### config.mk
export PLATFORM = sky130hd
export DESIGN_NAME = mam_ahb3_if
export DESIGN_NICKNAME = d
export VERILOG_FILES = /design/src/rtl/mam_ahb3_pkg.sv /design/src/rtl/mam_ahb3_if.sv
export SDC_FILE = /design/constraint.sdc
export NUM_CORES = 1
export LEC_CHECK = 0
export CORE_MARGIN = 1.5
export CORE_UTILIZATION = 41
export DETAILED_ROUTE_END_ITERATION = 16
export HOLD_SLACK_MARGIN = 0.03
export PLACE_DENSITY = 0.78
export SYNTH_ARGS = -nofsm -noshare
export SYNTH_HDL_FRONTEND = slang
export SYNTH_SLANG_ARGS = --single-unit
### constraint.sdc
create_clock -name clk_i -period 1.9 [get_ports clk_i]
set_input_delay 0.38 -clock clk_i [delete_from_list [all_inputs] [get_ports clk_i]]
set_output_delay 0.38 -clock clk_i [all_outputs]
set_load 0.02 [all_outputs]
### src/rtl/mam_ahb3_pkg.sv
// mam_ahb3_pkg: AHB3 transfer/burst encodings and FSM states for the MAM AHB3 master
package mam_ahb3_pkg;
    localparam logic [1:0] HTRANS_IDLE   = 2'b00;
    localparam logic [1:0] HTRANS_BUSY   = 2'b01;
    localparam logic [1:0] HTRANS_NONSEQ = 2'b10;
    localparam logic [1:0] HTRANS_SEQ    = 2'b11;
    localparam logic [2:0] HBURST_SINGLE = 3'b000;
    localparam logic [2:0] HBURST_INCR   = 3'b001;
    typedef enum logic [2:0] {S_IDLE, S_LOCK, S_ADDR, S_DATA, S_DONE} state_t;
endpackage

### src/rtl/mam_ahb3_if.sv
// mam_ahb3_if: AHB3 master turning MAM debug memory requests into locked, non-pipelined AHB3 transfers
module mam_ahb3_if
    import mam_ahb3_pkg::*;
#(
    parameter int PLEN        = 32,
    parameter int XLEN        = 32,
    parameter int BEATS_W     = 16,
    parameter int LOCK_CYCLES = 2,
    parameter int HPROT       = 'h3
) (
    input  logic               clk_i,
    input  logic               rst_i,
    input  logic               req_valid,
    output logic               req_ready,
    input  logic               req_we,
    input  logic               req_burst,
    input  logic [BEATS_W-1:0] req_beats,
    input  logic [PLEN-1:0]    req_addr,
    input  logic               write_valid,
    input  logic [XLEN-1:0]    write_data,
    output logic               write_ready,
    output logic               read_valid,
    output logic [XLEN-1:0]    read_data,
    input  logic               read_ready,
    output logic               err_o,
    output logic               ahb3_hsel_o,
    output logic [PLEN-1:0]    ahb3_haddr_o,
    output logic [XLEN-1:0]    ahb3_hwdata_o,
    output logic               ahb3_hwrite_o,
    output logic [2:0]         ahb3_hsize_o,
    output logic [2:0]         ahb3_hburst_o,
    output logic [XLEN/8-1:0]  ahb3_hprot_o,
    output logic [1:0]         ahb3_htrans_o,
    output logic               ahb3_hmastlock_o,
    input  logic [XLEN-1:0]    ahb3_hrdata_i,
    input  logic               ahb3_hready_i,
    input  logic               ahb3_hresp_i
);
    localparam int SW = XLEN / 8;

    state_t             state_q, state_d;
    logic [PLEN-1:0]    addr_q, addr_d;
    logic [BEATS_W-1:0] cnt_q, cnt_d;
    logic [7:0]         lock_q, lock_d;
    logic               we_q, we_d, burst_q, burst_d, first_q, first_d;
    logic               errm_q, errm_d, err_q, err_d, rvalid_q, rvalid_d;
    logic [XLEN-1:0]    wdata_q, wdata_d, rdata_q, rdata_d;
    logic               data_ok, last;

    always_comb begin
        data_ok       = we_q ? write_valid : !rvalid_q;
        last          = cnt_q == BEATS_W'(1);
        state_d       = state_q;
        addr_d        = addr_q;
        cnt_d         = cnt_q;
        lock_d        = lock_q;
        we_d          = we_q;
        burst_d       = burst_q;
        first_d       = first_q;
        errm_d        = errm_q;
        err_d         = 1'b0;
        wdata_d       = wdata_q;
        rdata_d       = rdata_q;
        rvalid_d      = rvalid_q && !read_ready;
        write_ready   = 1'b0;
        ahb3_htrans_o = HTRANS_IDLE;
        case (state_q)
            S_IDLE: if (req_valid) begin
                addr_d  = req_addr;
                we_d    = req_we;
                burst_d = req_burst;
                cnt_d   = (req_burst && req_beats != '0) ? req_beats : BEATS_W'(1);
                lock_d  = '0;
                first_d = 1'b1;
                errm_d  = 1'b0;
                state_d = S_LOCK;
            end
            S_LOCK: begin
                lock_d  = lock_q + 8'd1;
                state_d = (lock_q == 8'(LOCK_CYCLES - 1)) ? S_ADDR : S_LOCK;
            end
            S_ADDR: if (errm_q) begin
                // after an error the remaining beats are drained locally, never on the bus
                write_ready = we_q && write_valid;
                if (data_ok) begin
                    rvalid_d = !we_q;
                    rdata_d  = we_q ? rdata_q : '0;
                    cnt_d    = cnt_q - BEATS_W'(1);
                    state_d  = last ? S_DONE : S_ADDR;
                end
            end else begin
                ahb3_htrans_o = data_ok ? ((first_q || addr_q[9:0] == '0) ? HTRANS_NONSEQ : HTRANS_SEQ)
                                        : ((burst_q && !first_q) ? HTRANS_BUSY : HTRANS_IDLE);
                if (data_ok && ahb3_hready_i) begin
                    write_ready = we_q;
                    wdata_d     = we_q ? write_data : wdata_q;
                    first_d     = 1'b0;
                    state_d     = S_DATA;
                end
            end
            S_DATA: begin
                ahb3_htrans_o = (burst_q && !last) ? HTRANS_BUSY : HTRANS_IDLE;
                if (ahb3_hready_i) begin
                    rvalid_d = !we_q;
                    rdata_d  = we_q ? rdata_q : (ahb3_hresp_i ? '0 : ahb3_hrdata_i);
                    err_d    = ahb3_hresp_i;
                    errm_d   = ahb3_hresp_i;
                    cnt_d    = cnt_q - BEATS_W'(1);
                    addr_d   = addr_q + PLEN'(SW);
                    state_d  = last ? S_DONE : S_ADDR;
                end
            end
            S_DONE: state_d = S_IDLE;
            default: state_d = S_IDLE;
        endcase
    end

    always_ff @(posedge clk_i) begin
        if (rst_i) begin
            state_q  <= S_IDLE;
            addr_q   <= '0;
            cnt_q    <= '0;
            lock_q   <= '0;
            we_q     <= 1'b0;
            burst_q  <= 1'b0;
            first_q  <= 1'b0;
            errm_q   <= 1'b0;
            err_q    <= 1'b0;
            wdata_q  <= '0;
            rdata_q  <= '0;
            rvalid_q <= 1'b0;
        end else begin
            state_q  <= state_d;
            addr_q   <= addr_d;
            cnt_q    <= cnt_d;
            lock_q   <= lock_d;
            we_q     <= we_d;
            burst_q  <= burst_d;
            first_q  <= first_d;
            errm_q   <= errm_d;
            err_q    <= err_d;
            wdata_q  <= wdata_d;
            rdata_q  <= rdata_d;
            rvalid_q <= rvalid_d;
        end
    end

    assign req_ready        = state_q == S_IDLE;
    assign read_valid       = rvalid_q;
    assign read_data        = rdata_q;
    assign err_o            = err_q;
    assign ahb3_hsel_o      = state_q inside {S_LOCK, S_ADDR, S_DATA};
    assign ahb3_hmastlock_o = ahb3_hsel_o;
    assign ahb3_haddr_o     = addr_q;
    assign ahb3_hwdata_o    = wdata_q;
    assign ahb3_hwrite_o    = we_q;
    assign ahb3_hburst_o    = burst_q ? HBURST_INCR : HBURST_SINGLE;
    assign ahb3_hsize_o     = 3'($clog2(SW));
    assign ahb3_hprot_o     = SW'(HPROT);
endmodule
==> run summary <==
Final wirelength: 26200 um
Slew Limit Fails: 0
Vias in the first global route: 7122
# setup viols final: 28
Final net count: 1314
Largest net degree at the start of global routing: 58
Worst-path clk slew: 60 ps
Ys async rst share: 0%
First-pass GRT wire length: 35300 um
Initial drt markers: 936
Worst skew pair latency: 440 ps
GRT Residual Overflow: 0
Post-synthesis sequential area ratio: 39.8%
Worst vdd ir: 0.628 mV
Critical path data arrival time: 2210 ps
Via count: 8137
Area delta synth->final: 73.9%
Number of flops mapped to enable cells by yosys: 0
Drt wl/cell: 18.5 um
Post-Place Worst Slack: -954 ps
Placed Cells: 1339
Period utilization: 136%
Critical Path End Type: output pin
Tmin final: 2590 ps
Port bufs: 226
Layout cells sized above 1: 24.9%
Power share of the combinational group: 25.3%
CTS tree: done
HPWL after detailed placement: 15400 um
Most common flop cell mapped by yosys: dfxtp_1
Syn. warnings: 0
H-tree levels: 4
Most common cell after layout, fill and taps aside: clkdlybuf4s50_1
Final Hold Vio Count: 0
Core area: 0.0153 mm2
Sequential power share: 35.0%
Most frequent cells in the layout: 191 x clkdlybuf4s50_1, 155 x nand2_1, 114 x dfxtp_1
Height of the die: 129 um
Total track usage: 26.8%
Leak pwr: 0.00453 uW
Rows: 45
Initial antenna violation count: 1
Fmax: 386 MHz
Crit-path max FO: 2
Clock skew: 12.3 ps
Die ar.: 0.0166 mm2
Clock Tree Root: clkbuf_16
Setup CP Type: register to output pin
Via density: 5.76
Failing checks: negative setup slack
Ports: 236
Startpoint class of the critical path: register
Fin cells: 1412
Clk pwr share: 39.7%
Total power divided by cell area: 739 mW/mm2
Antenna-violating nets left: 0
Worst hold stages: 2
Mapped Area: 0.00648 mm2
DRT Pass-1 Iters: 6
Avg Synthesized Cell Area: 7.61 um2
PnR worst setup slack: -688 ps
DRC viols: 0
Synth Instances: 852
Die W: 129 um
# clock sinks: 129
Max clock buf depth: 2
RSZ-0062 raised after global routing: true
Critical Path RT: 1520 ps
Max cap viols: 0
Hold crit path type: input pin to register
Initial Util: 42.3%
CTS Buf Count: 17
GP Congestion: 0.889
Outcome: complete, but fails checks
Switching share of power: 30.0%
Switching power: 2500 uW
Reg2Reg Depth: 9
Internal power: 5840 uW
Synthesis-stage register bit count: 129
Yosys cell types: 75
## cells by family after synthesis
kind of cell | count (synthesis) | share of synthesized area [%]
XOR/XNOR | 9 | 1.22
flip-flops | 129 | 39.8
adder cells (fa/ha/maj) | 6 | 1.16
other | 2 | 0.116
AND/OR/NAND/NOR | 398 | 30.0
AO/OA/AOI/OAI | 216 | 20.6
buffers and inverters | 85 | 6.00
multiplexers | 7 | 1.10
## through the flow
step | hold slack (ps) | instance area, um2 | util (%) | setup TNS (ps) | power (uW)
floorplan | 452 | 6550 | - | -134 | 3780
global placement | 437 | 9740 | 63.6 | -21000 | 4620
detailed placement | 442 | 9740 | 63.6 | -23870 | 4640
CTS | 229 | 10600 | 69.5 | -891 | 7960
global route | 229 | 11300 | 73.6 | -4310 | 8580
finish | 242 | 11300 | 73.6 | -2440 | 8330
## power groups by stage
stage / Clock, uW / Sequential (uW) / Combinational [uW]
floorplan: 0 / 3050 / 720
global placement: 0 / 2950 / 1670
detailed placement: 0 / 2950 / 1690
CTS: 3270 / 2900 / 1790
global route: 3450 / 2930 / 2210
finish: 3300 / 2920 / 2110
## worst paths after layout
kind | from | slack (ps) | endpoint
worst min-delay path | rst_i | 240 | errm_q
worst min register to register | read_data[13] | 450 | read_data[13]
worst max register to register | state_q[1] | -170 | ahb3_haddr_o[26]
worst max-delay path | cnt_q[13] | -690 | ahb3_htrans_o[0]
## worst max-delay path: stages, from the launching register on
cell and delay [ps]:
dfxtp_1 310, or4_4 540, or2_4 290, nor4_4 170, nand2_2 110, a31o_4 230, buf_6 130
## layer usage
layer  wire length (um)  GRT usage, %  part of all wire [%]
met5                  0             0                     0
met4               1200          13.2                   4.6
met3               2630          6.40                    10
met2              12300          44.2                    47
met1              10000          32.9                    38
## flip-flops by register name, indices dropped and copies added, names as in the netlist, 3 cells and up
signal / cells
cnt_q: 16
ahb3_hwdata_o: 32
state_q: 3
read_data: 32
lock_q: 8
ahb3_haddr_o: 32
## layout make-up
cell class	instances	area, um2
clock inverters	14	155
diodes	1	2.50
clock buffers	18	429
fillers	1100	4040
well taps	211	264
multi-input cells	645	3960
repair buffers	383	3820
inverters	11	41.3
flip-flops and latches	129	2600
## repair_timing
action	in CTS	in global routing
resized for setup	89	115
hold endpoints to repair	0	0
setup buffers	11	27
setup endpoints to repair	36	74
hold buffers	0	0
cloned	4	4
pin swaps	11	56
## synth_stat cells, drive strengths merged (7+ instances only)
cell | n | area share, %
o22ai | 9 | 0.87
dfxtp | 129 | 40
nand3 | 51 | 3.9
nor2 | 69 | 4.0
clkbuf | 43 | 2.5
nand2 | 161 | 9.4
a21oi | 107 | 8.3
nand4 | 15 | 1.6
or3 | 7 | 0.68
and3 | 10 | 0.97
buf | 31 | 2.9
o21ai | 32 | 2.5
xor2 | 9 | 1.2
and2 | 10 | 0.97
inv | 10 | 0.58
nor4 | 17 | 2.1
a31oi | 7 | 0.68
nor3 | 21 | 1.6
No activity file was read; power rests on OpenSTA's default activity.
